--- src/rtl/branch_trace_gen.sv ---
// Replays a captured taken/not-taken pattern for one static branch as (pc, ea, taken)
// beats over valid/ready, for a programmed number of passes.
module branch_trace_gen #(
  parameter int unsigned ADDR_W  = 5,
  parameter int unsigned PAT_MAX = 16,
  localparam int unsigned LEN_W  = $clog2(PAT_MAX + 1)
) (
  input  logic              clk,
  input  logic              rst_n,
  input  logic              start,
  input  logic [ADDR_W-1:0] pc_in,
  input  logic [ADDR_W-1:0] target_in,
  input  logic [PAT_MAX-1:0] pat_bits,
  input  logic [LEN_W-1:0]  pat_len,
  input  logic [7:0]        repeat_num,
  output logic              out_valid,
  input  logic              out_ready,
  output logic [ADDR_W-1:0] pc_out,
  output logic [ADDR_W-1:0] ea_out,
  output logic              out_taken,
  output logic              busy,
  output logic              done,
  output logic [15:0]       branch_count
);

  localparam int unsigned IDX_W = (PAT_MAX > 1) ? $clog2(PAT_MAX) : 1;

  typedef enum logic [1:0] {StIdle, StRun, StDone} state_e;

  state_e             state_q, state_d;
  logic [ADDR_W-1:0]  pc_q, pc_d, tgt_q, tgt_d;
  logic [PAT_MAX-1:0] pat_q, pat_d;
  logic [LEN_W-1:0]   len_q, len_d, eff_len;
  logic [7:0]         rep_num_q, rep_num_d, rep_q, rep_d;
  logic [IDX_W-1:0]   idx_q, idx_d;
  logic [15:0]        cnt_q, cnt_d;
  logic               xfer, last_idx, last_rep, cur_taken;

  assign eff_len   = (pat_len > LEN_W'(PAT_MAX)) ? LEN_W'(PAT_MAX) : pat_len;
  assign xfer      = (state_q == StRun) && out_ready;
  assign last_idx  = (LEN_W'(idx_q) == len_q - LEN_W'(1));
  assign last_rep  = (rep_q == rep_num_q - 8'd1);
  assign cur_taken = pat_q[idx_q];

  always_ff @(posedge clk or negedge rst_n) begin
    if (!rst_n) begin
      state_q <= StIdle;
    end else begin
      state_q <= state_d;
    end
  end

  always_comb begin
    state_d = state_q;
    unique case (state_q)
      StIdle: begin
        if (start) begin
          // Empty pattern or zero passes still produce the done handshake.
          state_d = ((eff_len == '0) || (repeat_num == 8'd0)) ? StDone : StRun;
        end
      end
      StRun:   if (xfer && last_idx && last_rep) state_d = StDone;
      StDone:  state_d = StIdle;
      default: state_d = StIdle;
    endcase
  end

  always_comb begin
    pc_d      = pc_q;
    tgt_d     = tgt_q;
    pat_d     = pat_q;
    len_d     = len_q;
    rep_num_d = rep_num_q;
    idx_d     = idx_q;
    rep_d     = rep_q;
    cnt_d     = cnt_q;
    if ((state_q == StIdle) && start) begin
      pc_d      = pc_in;
      tgt_d     = target_in;
      pat_d     = pat_bits;
      len_d     = eff_len;
      rep_num_d = repeat_num;
      idx_d     = '0;
      rep_d     = '0;
      cnt_d     = '0;
    end else if (xfer) begin
      if (last_idx) begin
        idx_d = '0;
        rep_d = rep_q + 8'd1;
      end else begin
        idx_d = idx_q + IDX_W'(1);
      end
      if (cnt_q != 16'hFFFF) cnt_d = cnt_q + 16'd1;
    end
  end

  always_ff @(posedge clk or negedge rst_n) begin
    if (!rst_n) begin
      pc_q      <= '0;
      tgt_q     <= '0;
      pat_q     <= '0;
      len_q     <= '0;
      rep_num_q <= '0;
      idx_q     <= '0;
      rep_q     <= '0;
      cnt_q     <= '0;
    end else begin
      pc_q      <= pc_d;
      tgt_q     <= tgt_d;
      pat_q     <= pat_d;
      len_q     <= len_d;
      rep_num_q <= rep_num_d;
      idx_q     <= idx_d;
      rep_q     <= rep_d;
      cnt_q     <= cnt_d;
    end
  end

  always_comb begin
    out_valid = 1'b0;
    busy      = 1'b0;
    done      = 1'b0;
    pc_out    = '0;
    ea_out    = '0;
    out_taken = 1'b0;
    unique case (state_q)
      StRun: begin
        out_valid = 1'b1;
        busy      = 1'b1;
        pc_out    = pc_q;
        out_taken = cur_taken;
        ea_out    = cur_taken ? tgt_q : pc_q + ADDR_W'(4);
      end
      StDone:  done = 1'b1;
      default: ;
    endcase
  end

  assign branch_count = cnt_q;

endmodule

--- config.mk ---
export PLATFORM = sky130hd
export DESIGN_NAME = branch_trace_gen
export DESIGN_NICKNAME = d
export VERILOG_FILES = /design/src/rtl/branch_trace_gen.sv
export SDC_FILE = /design/constraint.sdc
export NUM_CORES = 1
export LEC_CHECK = 0
export CAP_MARGIN = 20
export CORE_ASPECT_RATIO = 0.7
export CORE_MARGIN = 2
export CORE_UTILIZATION = 52
export DETAILED_ROUTE_END_ITERATION = 8
export PLACE_DENSITY = 0.9
export SETUP_SLACK_MARGIN = 0.05
export SYNTH_ARGS = -nofsm -noshare
export SYNTH_HDL_FRONTEND = slang
export SYNTH_SLANG_ARGS = --single-unit
--- constraint.sdc ---
create_clock -name clk -period 5.4 [get_ports clk]
set_input_delay 0.54 -clock clk [delete_from_list [all_inputs] [get_ports clk]]
set_output_delay 0.54 -clock clk [all_outputs]
set_load 0.1 [all_outputs]
* After elaboration in Yosys (flattened, before gate mapping)
Index checks and enable logic that the tools add are counted.
Word-level totals: word-level logic and storage cells 60, input port bits 43, flip-flop bits (word level) 69, output and inout port bits 30
Operators by class: multiplexer cells 22, equal/unequal tests 7, reduce and logical (&&, ||, !) cells 14, $lt $le $gt $ge 2, add/sub/neg operators 6
Operator list (count):
- 16-bit two-way mux | 3
- 8-bit two-way mux | 3
- 5-bit two-way mux | 4
- 16-bit by 1-bit adder with 16-bit output, second input constant | 1
- 16-bit inequality test, second input constant | 1
- 4-bit two-way mux | 3
- 8-bit by 1-bit adder with 8-bit output, second input constant | 1
- 8-bit equality test | 1
- 8-bit logical NOT | 1
- 8-bit by 1-bit subtractor with 8-bit output, second input constant | 1
- 2-bit two-way mux | 3
- 2-bit AND reduction | 3
- 2-bit nonzero test | 3
- 5-bit by 3-bit adder with 5-bit output, second input constant | 1
- 4-bit by 5-bit equality test with 1-bit output | 1
- 5-bit > comparator, second input constant | 1
- 5-bit logical NOT | 1
- 4-bit by 5-bit < comparator with 1-bit output, second input constant | 1
- 5-bit by 1-bit subtractor with 5-bit output, second input constant | 1
- 4-bit by 1-bit adder with 4-bit output, second input constant | 1
- 1-bit binary-select mux with 4-bit select | 1
- 1-bit logical AND | 4
- 1-bit two-way mux | 4
- 2-bit case mux with 2 select lines | 1
- other kinds (6) | 6

* Longest topological paths before layout
Gate-level depths: netlist of run 1.
word-level depth 7, mapped depth 8

* Least setup slack after synthesis of run 1
OpenSTA, ideal clock, no wires.
kind reg2out, from register state_q[1], to output port ea_out[1], data arrival time 3.299 ns, setup slack 1.561 ns, cell stages (with the launch flop) 6, path buffers 1, cell sequence dfrtp_1 -> nand2b_1 -> inv_1 -> clkbuf_1 -> nand2_1 -> o21ai_1
On the way: word-level cells in the longest chain between the ends 2
RTL lines:
- from (decl) | line 30 | state_e state_q, state_d;
- from (signal assigned) | line 47 | state_q <= StIdle;
- from (signal assigned) | line 49 | state_q <= state_d;
- 2-bit by 1-bit equality test with 1-bit output | line 126 | unique case (state_q)
- 5-bit two-way mux | line 126
- to (decl) | line 19 | output logic [ADDR_W-1:0] ea_out,
No other way between the ends.

* Final worst setup path of run 1
from register idx_q[0], to output port ea_out[2]
On the way: word-level cells in the longest chain between the ends 4
RTL lines:
- from (decl) | line 35 | logic [IDX_W-1:0] idx_q, idx_d;
- from (signal assigned) | line 113 | idx_q <= idx_d;
- 1-bit binary-select mux with 4-bit select | line 43 | assign cur_taken = pat_q[idx_q];
- 1-bit two-way mux (implied by the code) | line 43
- 5-bit two-way mux | line 132 | ea_out = cur_taken ? tgt_q : pc_q + ADDR_W'(4);
- 5-bit two-way mux | line 126
No other way between the ends. The select of a mux whose other input is x is not followed.

==> results of run 1 <==
-- worst reg2reg max path, delay by kind of cell, from the launching register on --
kind               cells  cell delay, ns
AOI/OAI and AO/OA      3            1.02
and+or+nand+nor        2            0.92
DFF                    1            0.44
-- kinds of logic (layout without fill, tap and decap cells) --
| logic type | count (synthesis) | after routing | share of synthesized area [%] |
|---|---|---|---|
| buffers and inverters | 35 | 105 | 3.741 |
| adders and majority gates | 6 | 6 | 2.041 |
| AOI/OAI and AO/OA | 64 | 64 | 11.33 |
| muxes | 8 | 8 | 3.878 |
| and+or+nand+nor | 214 | 214 | 26.84 |
| xor gates and xnor gates | 22 | 22 | 5.238 |
| DFF | 69 | 69 | 46.94 |
-- per-layer routing --
metal	GRT usage [%]	vias to the layer above	routed length (um)
met1	31.69	1656	3977
met5	0	-	0
met3	7.537	11	601
li1	-	1565	-
met4	7.658	0	90
met2	41.25	134	4431
-- per-stage QoR --
step	area, um^2	instances	hold WS (ns)	worst slack [ns]
after floorplan	3679	418	0.2444	1.561
after global placement	4454	566	0.4519	1.736
after detailed placement	4454	566	0.4587	1.661
after CTS	4651	582	0.4352	1.282
after global routing	4651	582	0.4611	1.162
final	4651	582	0.4018	1.323
-- worst min-delay path by stage --
stage               startpoint               to  depth (start not counted)  slack [ns]
floorplan                rst_n  branch_count[0]                          0        0.24
global placement      pat_q[2]         pat_q[2]                          2        0.45
detailed placement    pat_q[1]         pat_q[1]                          2        0.46
CTS                      rst_n         pat_q[4]                          2        0.44
global route             rst_n         pat_q[4]                          2        0.46
finish                   rst_n         pat_q[4]                          2        0.40
-- state kept, by name, indices dropped and copies added (netlist names) --
name	flops
branch_count	16
pat_q	16
rep_num_q	8
rep_q	8
len_q	5
pc_q	5
tgt_q	5
idx_q	4
state_q	2
-- report_power, final --
part / switching [mW] / leakage (nW) / internal, mW
logic: 0.691 / 1.11 / 0.314
clock network: 0.193 / 0.101 / 0.216
registers: 0.129 / 0.884 / 0.619
total: 1.01 / 2.10 / 1.15
-- final cells by class --
type	instances	area, um^2
clock buffers	13	178.9
flip-flops and latches	69	1727
fillers	535	2137
repair buffers	75	738.2
multi-input cells	314	1819
clock inverters	3	17.52
well taps	94	117.6
inverters	14	52.55
-- layout by cell type (no fill, tap or decap), types with 3 or more instances in the layout --
cell type | netlist | routed
a21oi_1 | 15 | 15
a31oi_1 | 5 | 5
and2_1 | 3 | 3
buf_4 | 1 | 3
clkbuf_8 | 0 | 13
clkdlybuf4s50_1 | 0 | 71
dfrtp_1 | 69 | 69
ha_1 | 6 | 6
inv_1 | 14 | 14
mux2i_1 | 3 | 3
mux4_2 | 5 | 5
nand2_1 | 123 | 123
nand2b_1 | 6 | 6
nand3_1 | 16 | 16
nand3b_1 | 7 | 7
nand4_1 | 6 | 6
nor2_1 | 18 | 18
nor3_1 | 9 | 9
o211ai_1 | 5 | 5
o21ai_0 | 13 | 13
o21ai_1 | 3 | 3
o31ai_1 | 9 | 9
or3_1 | 8 | 8
or4_1 | 6 | 6
xnor2_1 | 12 | 12
xor2_1 | 10 | 10
==> out/results.txt, run 1 <==
status - finished, final reports clean
Vias - 3366
flip-flop and latch count after synthesis - 69
Residual DRC - 0
pins over their slew limit - 0
sequential-to-total area share from yosys stat - 46.94%
r2r worst-path depth - 5
Post-DRT Antenna Nets - 0
Post-synth top cells - nand2_1 (123), dfrtp_1 (69), nor2_1 (18)
P&R area growth vs syn - 26.43%
layout cell share with drive strength beyond 1 - 5.738%
worst slew pin tran - 0.9949 ns
clk buf depth - 2
Slowest cell on crit path - clkdlybuf4s50_1
post-cts gate resize count - 0
drt first pass iters - 4
post-DP HPWL - 6.114 mm
Finished Core Util - 68.52%
first-pass GRT wire length - 15.06 mm
Power, Total - 2.162 mW
Die ar. - 7774 um^2
Core ar. - 6788 um^2
setup repair bufs after CTS - 0
slowest stage delay, CP - 1.14 ns
TritonCTS clock tree - built
library cells used by synthesis - 48
Post-Route WL - 9.100 mm
net count after synthesis - 467
ranking of synthesized cells by area - dfrtp_1 (47%), nand2_1 (13%), mux4_2 (3.1%)
Crit path max-delay family - multiplexers
Syn Area/Cell - 8.800 um^2
Syn Std Cell Area - 3679 um^2
nets@finish - 532
Worst slew margin - 33.47%
initial antenna violation count - 0
GRT Total Usage - 24.72%
Crit Path Class - register to output pin
Period minus WS final - 4.077 ns
Ports - 73
Root Buffer - clkbuf_8
Critical Path End Type - output pin
Final Wtd Congestion - 0.7910
row count - 25
Final Hold Vio Count - 0
Post-synth ARST share - 100.0%
n_diodes - 0
most common cell in the netlist - nand2_1
Max Cap Viol - 0
Reg-to-Reg Start - state_q[1]
unrepaired setup endpoints after global routing - false
Hold Buf Count CTS - 0
Worst EP arrival - 3.54 ns
Bufs and invs on worst path - 1
total grt overflow - 0
fmax - 0.2453 GHz
Max FO, Critical Path - 11
DR iter-0 viols - 277
clk_skew - 0.006509 ns
Critical Path RT - 4.86 ns
routed len/inst - 15.64 um
area leader, netlist - dfrtp_1
Post-synth EDFFs - 0
worst vdd ir - 0.0003338 V
port buffer count - 72
Worst Setup SP - idx_q[0]
Ys Warns - 0
WP depth - 6
Clock Sinks - 69
Die X - 104.5 um
Leak - 2.095 nW
largest net degree at the start of global routing - 70
Startpoint Class - register
Die Y - 74.37 um
R2R Setup Slk - 2.95 ns
RR Endpoint - branch_count[15]
Clock transition at path regs - 0.07 ns
final setup fails - 0
H-tree level count - 3
Avg Vias per Cell - 5.784
Critical Path Sink - ea_out[2]
final period utilization - 75.50%
hold crit path type - primary input to asynchronous set/reset pin
CP Cell Sequence - mux4_2, mux4_2, nor2_1, a21oi_1, nor2_1, clkdlybuf4s50_1
Worst-Skew Late Latency - 0.34 ns
Power Density - 464.8 nW/um^2
Post-synth top flop - dfrtp_1
Starting Density - 54.19%
total CTS buffers - 9
vias in the first global route - 3205
cell count after synthesis - 418
Yosys top cell area share - 46.94%
setup tns final - 0 ns
Note: power is estimated with default switching activity, not from simulation.
==> inputs of run 2 (changes only) <==
--- a/config.mk
+++ b/config.mk
@@ -8,9 +8,9 @@
 export CAP_MARGIN = 20
 export CORE_ASPECT_RATIO = 0.7
 export CORE_MARGIN = 2
-export CORE_UTILIZATION = 52
+export CORE_UTILIZATION = 47
 export DETAILED_ROUTE_END_ITERATION = 8
-export PLACE_DENSITY = 0.9
+export PLACE_DENSITY = 0.87
 export SETUP_SLACK_MARGIN = 0.05
 export SYNTH_ARGS = -nofsm -noshare
 export SYNTH_HDL_FRONTEND = slang
==> constraint.sdc (replaced) <==
create_clock -name clk -period 3.3 [get_ports clk]
set_input_delay 0.33 -clock clk [delete_from_list [all_inputs] [get_ports clk]]
set_output_delay 0.33 -clock clk [all_outputs]
set_load 0.1 [all_outputs]
==> run 2 against run 1 <==
Effect of this change: global-route usage decreased by 0.88 points; sequential share of layout area decreased by 0.70 points; sequential cell count unchanged; hold slack improved by 0.055 ns; sequential power increased by 64%; combinational power increased by 75%; first-iteration DRC count decreased by 18%; largest power group unchanged.
==> out/results.txt, run 2 (same netlist as run 1, synthesis figures left out) <==
status - finished, final reports clean
setup repair bufs after CTS - 0 (unchanged)
Net Sw Power - 1.714 mW (+69%)
DRT met1 WL - 3.995 mm (+0.45%)
Period minus WS final - 3.035 ns
Starting Density - 49.38% (-4.8 points)
routed len/inst - 15.75 um (+0.70%)
clk buf depth - 2 (unchanged)
top layer in use - met4
Final Hold Vio Count - 0 (unchanged)
worst vdd ir - 0.0009859 V (+200%)
Root Buffer - clkbuf_8
Critical Path RT - 2.97 ns (-1.89 ns)
Final WS setup - 0.2654 ns (-1.057 ns)
Max Cap Viol - 0 (unchanged)
post-DP HPWL - 6.704 mm (+9.6%)
TritonCTS clock tree - built
Clock transition at path regs - 0.08 ns (about the same)
Core ar. - 7450 um^2 (+9.8%)
largest net degree at the start of global routing - 50 (-29%)
most common cell after layout, fill and taps aside - nand2_1
Worst EP arrival - 2.70 ns (-0.84 ns)
initial antenna violation count - 0 (unchanged)
Vias - 3322 (-1.3%)
Max FO, Critical Path - 11 (unchanged)
Power Density - 791.4 nW/um^2 (+70%)
P&R area growth vs syn - 28.84%
Net Sw Frac - 45.70% (-1.2 points)
n_diodes - 0 (unchanged)
H-tree level count - 3 (unchanged)
Die ar. - 8561 um^2 (+10%)
Post-Route WL - 9.274 mm (+1.9%)
Post-DRT Antenna Nets - 0 (unchanged)
Leak - 2.153 nW (+2.8%)
pins over their slew limit - 0 (unchanged)
DR iter-0 viols - 226 (-18%)
layout cell share with drive strength beyond 1 - 9.776% (+4.0 points)
final period utilization - 91.96%
Residual DRC - 0 (unchanged)
final setup fails - 0 (unchanged)
drt first pass iters - 5 (+1)
total CTS buffers - 9 (unchanged)
fmax - 0.3295 GHz
nets@finish - 535 (+0.56%)
metal3 WL - 818 um (+36%)
R2R Setup Slk - 0.90 ns (-2.05 ns)
worst slew pin tran - 0.9651 ns (-0.02980 ns)
Fillers - 649 (+21%)
Worst-Skew Late Latency - 0.35 ns (about the same)
row count - 26 (+4.0%)
Final Wtd Congestion - 0.8614 (+8.9%)
Reg-to-Reg Start - len_q[0]
vias in the first global route - 3287 (+2.6%)
GRT Total Usage - 23.84% (-0.88 points)
Flop pwr share - 32.8% (-1.8 points)
Clk network pwr share - 20.0% (+1.1 points)
total grt overflow - 0 (unchanged)
Startpoint Class - register
Critical Path End Type - output pin
P_int - 2.037 mW (+77%)
Die Y - 78.02 um (+4.9%)
Routed met2 length - 4.348 mm (-1.9%)
Avg Vias per Cell - 5.640 (-2.5%)
Ports - 73 (unchanged)
Worst slew margin - 35.46% (+2.0 points)
RR Endpoint - idx_q[0]
setup tns final - 0 ns (unchanged)
Clock Sinks - 69 (unchanged)
clk_skew - 0.008603 ns (+0.002095 ns)
Die X - 109.7 um (+5.0%)
Crit Path Class - register to output pin
hold crit path type - primary input to asynchronous set/reset pin
pre-CTS setup slack - 0.6050 ns (-1.056 ns)
r2r worst-path depth - 7 (+2)
commonest non-fill, non-tap cells in the layout - nand2_1 (123), dfrtp_1 (69), clkdlybuf4s50_1 (57), nor2_1 (17), nand3_1 (16)
unrepaired setup endpoints after global routing - false
port buffer count - 72 (unchanged)
first-pass GRT wire length - 15.88 mm (+5.5%)
Logic pwr share - 47.1% (+0.6 points)
[run 2: cell types whose count changed in the layout (fill, tap and decap cells not counted), moves of 3 or more]
cell             before  now
clkdlybuf4s50_1      71   57
clkbuf_8             13    9
o21ai_1               3    0
buf_12                0    5
buf_4                 3   14
o21ai_2               0    3
[run 2: worst max-delay path by stage]
stage / from / slack [ns] / cells after the start / end
global placement: idx_q[0] / 0.69 / 6 / ea_out[4]
global route: idx_q[0] / 0.11 / 6 / ea_out[4]
floorplan: idx_q[0] / 0.05 / 6 / ea_out[4]
detailed placement: idx_q[0] / 0.61 / 6 / ea_out[4]
CTS: idx_q[0] / 0.23 / 6 / ea_out[4]
finish: idx_q[0] / 0.27 / 6 / ea_out[4]
[run 2: final cells by class]
class	count	area, um^2	share of cell area [%]
inverters	14	52.55	1.109
well taps	98	122.6	2.587
clock inverters	7	90.09	1.901
multi-input cells	314	1833	38.67
repair buffers	78	790.8	16.68
clock buffers	9	123.9	2.614
flip-flops and latches	69	1727	36.43
[run 2: critical path: stages, from the launching register on]
cell	delay [ns]
dfrtp_1	0.56
mux4_2	0.55
mux4_2	0.64
nor2_1	0.15
a21oi_1	0.06
nor2_1	0.19
buf_12	0.21
[run 2: power groups by stage]
stage / Sequential (mW) / Combinational (mW) / Clock [mW]
3_5_place_dp: 1.24 / 1.76 / 0
4_1_cts: 1.23 / 1.77 / 0.764
5_1_grt: 1.26 / 1.88 / 0.799
2_1_floorplan: 1.40 / 1.08 / 0
3_3_place_gp: 1.23 / 1.71 / 0
6_report: 1.23 / 1.77 / 0.752
[run 2: what timing repair did]
item / 4_1_cts / 5_1_grt
hold buffers: 1 / 0
gates resized for setup: 0 / 0
hold endpoints to repair: 20 / 0
[run 2: stage by stage]
| step | instances | total power [mW] | util, % | hold slack (ns) | instance area (um^2) |
|---|---|---|---|---|---|
| floorplan | 418 | 2.476 | - | 0.03441 | 3692 |
| global placement | 572 | 2.936 | 60.61 | 0.2952 | 4516 |
| detailed placement | 572 | 3.003 | 60.61 | 0.3011 | 4516 |
| CTS | 589 | 3.765 | 63.62 | 0.4645 | 4740 |
| global route | 589 | 3.941 | 63.62 | 0.4858 | 4740 |
| finish | 589 | 3.751 | 63.62 | 0.4564 | 4740 |
[run 2: metal layers]
metal | GRT usage, % | up-vias
met5 | 0 | -
met4 | 7.215 | 0
met3 | 6.894 | 15
met2 | 37.10 | 154
met1 | 32.38 | 1580
li1 | - | 1573
==> inputs of run 3 (changes only) <==
--- a/config.mk
+++ b/config.mk
@@ -6,7 +6,6 @@
 export NUM_CORES = 1
 export LEC_CHECK = 0
 export CAP_MARGIN = 20
-export CORE_ASPECT_RATIO = 0.7
 export CORE_MARGIN = 2
 export CORE_UTILIZATION = 47
 export DETAILED_ROUTE_END_ITERATION = 8
==> run 3 against run 2 <==
Effect of this change: power decreased by 2.8%; critical endpoint unchanged; core utilization fell by 1.5 points; via count shrank 0.45%; highest routed layer unchanged; maximum frequency up 0.15%; first-iteration DRC count is 3.5% lower; global-route usage down 1.6 points.
==> out/results.txt, run 3 (same netlist as run 1, synthesis figures left out) <==
status - finished, final reports clean
row count - 32 (+23%)
Post-DRT Antenna Nets - 0 (unchanged)
Ports - 73 (unchanged)
DR iter-0 viols - 218 (-3.5%)
worst vdd ir - 0.0003631 V (-63%)
Root Buffer - clkbuf_8
H-tree level count - 3 (unchanged)
Vias - 3307 (-0.45%)
r2r worst-path depth - 7 (unchanged)
Clock Sinks - 69 (unchanged)
setup tns final - 0 ns (unchanged)
Core ar. - 7647 um^2 (+2.7%)
initial antenna violation count - 0 (unchanged)
vias in the first global route - 3350 (+1.9%)
Reg-to-Reg Start - len_q[0]
layout cell share with drive strength beyond 1 - 9.756% (-0.020 points)
Post-Route WL - 8.828 mm (-4.8%)
Period minus WS final - 3.030 ns (-0.004532 ns)
first-pass GRT wire length - 15.32 mm (-3.5%)
port buffer count - 72 (unchanged)
worst slew pin tran - 0.9831 ns (+0.01800 ns)
final setup fails - 0 (unchanged)
Avg Vias per Cell - 5.567 (-1.3%)
Placement Cell Area - 4528 um^2 (+0.28%)
Critical Path RT - 2.97 ns (about the same)
TritonCTS clock tree - built
Worst EP arrival - 2.70 ns (about the same)
Bufs and invs on worst path - 1 (unchanged)
Worst-Skew Late Latency - 0.35 ns (about the same)
R2R Setup Slk - 0.96 ns (+0.06 ns)
Die X - 92.47 um (-16%)
Fillers - 622 (-4.2%)
largest net degree at the start of global routing - 50 (unchanged)
Max Cap Viol - 0 (unchanged)
Multi-input gate area - 1833 um^2 (unchanged)
Leak - 2.161 nW (+0.39%)
Worst slew margin - 34.26% (-1.2 points)
drt first pass iters - 4 (-1)
nets@finish - 537 (+0.37%)
routed len/inst - 14.86 um (-5.6%)
P&R area growth vs syn - 29.08%
n_diodes - 0 (unchanged)
Clock transition at path regs - 0.08 ns (about the same)
most common cell after layout, fill and taps aside - nand2_1
Crit path max-delay family - multiplexers
clk_skew - 0.01107 ns (+0.002465 ns)
Final Hold Vio Count - 0 (unchanged)
setup repair bufs after CTS - 0 (unchanged)
hold crit path type - primary input to asynchronous set/reset pin
final period utilization - 91.82% (-0.14 points)
WP depth - 6 (unchanged)
Critical Path Sink - ea_out[4]
WHS - 0.3186 ns (-0.1378 ns)
commonest non-fill, non-tap cells in the layout - nand2_1 (123), dfrtp_1 (69), clkdlybuf4s50_1 (57), nor2_1 (17), nand3_1 (16)
total CTS buffers - 9 (unchanged)
Final Wtd Congestion - 0.8068 (-6.3%)
slowest stage delay, CP - 0.61 ns (-0.03 ns)
Crit Path Class - register to output pin
Die ar. - 8551 um^2 (-0.12%)
design area - 4748 um^2 (+0.18%)
Max FO, Critical Path - 11 (unchanged)
Seq. cell area - 1727 um^2 (unchanged)
Power Density - 768.1 nW/um^2 (-2.9%)
Final WS setup - 0.2699 ns (+0.004532 ns)
Critical Path End Type - output pin
total grt overflow - 0 (unchanged)
post-DP HPWL - 6.229 mm (-7.1%)
clk buf depth - 2 (unchanged)
pins over their slew limit - 0 (unchanged)
unrepaired setup endpoints after global routing - false
Worst Setup SP - idx_q[0]
Starting Density - 48.10% (-1.3 points)
pre-CTS setup slack - 0.6293 ns (+0.02423 ns)
Die Y - 92.47 um (+19%)
RR Endpoint - rep_q[4]
CP Cell Sequence - mux4_2, mux4_2, nor2_1, a21oi_1, nor2_1, buf_12
Slowest cell on crit path - mux4_2
GRT Total Usage - 22.21% (-1.6 points)
fmax - 0.3300 GHz (+0.15%)
Startpoint Class - register
Residual DRC - 0 (unchanged)
run 3: cell types whose count changed in the layout (fill, tap and decap cells not counted), sizes merged:
cell / delta
buf: +2
clkinvlp: -2
clkbuf: +2
bufinv: -1
run 3: stage by stage:
stage,utilization [%],power (mW),cells
after CTS,61.70,3.664,592
after detailed placement,59.21,2.982,577
final,62.09,3.647,594
after global routing,62.09,3.838,594
after global placement,59.21,2.928,577
after floorplan,-,2.476,418
run 3: report_power, final:
part | total, mW | switching, mW | internal (mW)
Combinational | 1.75 | 1.15 | 0.605
Sequential | 1.22 | 0.211 | 1.01
Clock | 0.673 | 0.308 | 0.364
Total | 3.65 | 1.66 | 1.98
run 3: worst min-delay path by stage:
stage / start / to / slack (ns) / depth (start not counted)
final: rst_n / branch_count[5] / 0.32 / 2
after global routing: rst_n / branch_count[0] / 0.33 / 2
after CTS: rst_n / branch_count[5] / 0.17 / 1
after detailed placement: pc_q[0] / pc_q[0] / 0.46 / 2
after global placement: pat_q[14] / pat_q[14] / 0.46 / 2
after floorplan: rst_n / branch_count[0] / 0.03 / 0
run 3: metal layers:
metal	GRT usage, %	share of wire [%]
met1	30.01	45
met2	36.01	48
met3	4.312	5.6
met4	7.587	1.1
met5	0	0
run 3: area by class of cell:
class / instances / share of cell area (%)
Clock buffer: 11 / 2.978
Clock inverter: 4 / 1.028
Inverter: 14 / 1.107
Multi-Input combinational cell: 314 / 38.60
Sequential cell: 69 / 36.36
Tap cell: 102 / 2.688
Timing Repair Buffer: 80 / 17.23
run 3: timing repair:
item / 4_1_cts / 5_1_grt
endpoints found under the hold margin: 0 / 2
gates resized for setup: 0 / 0
hold buffers: 0 / 1
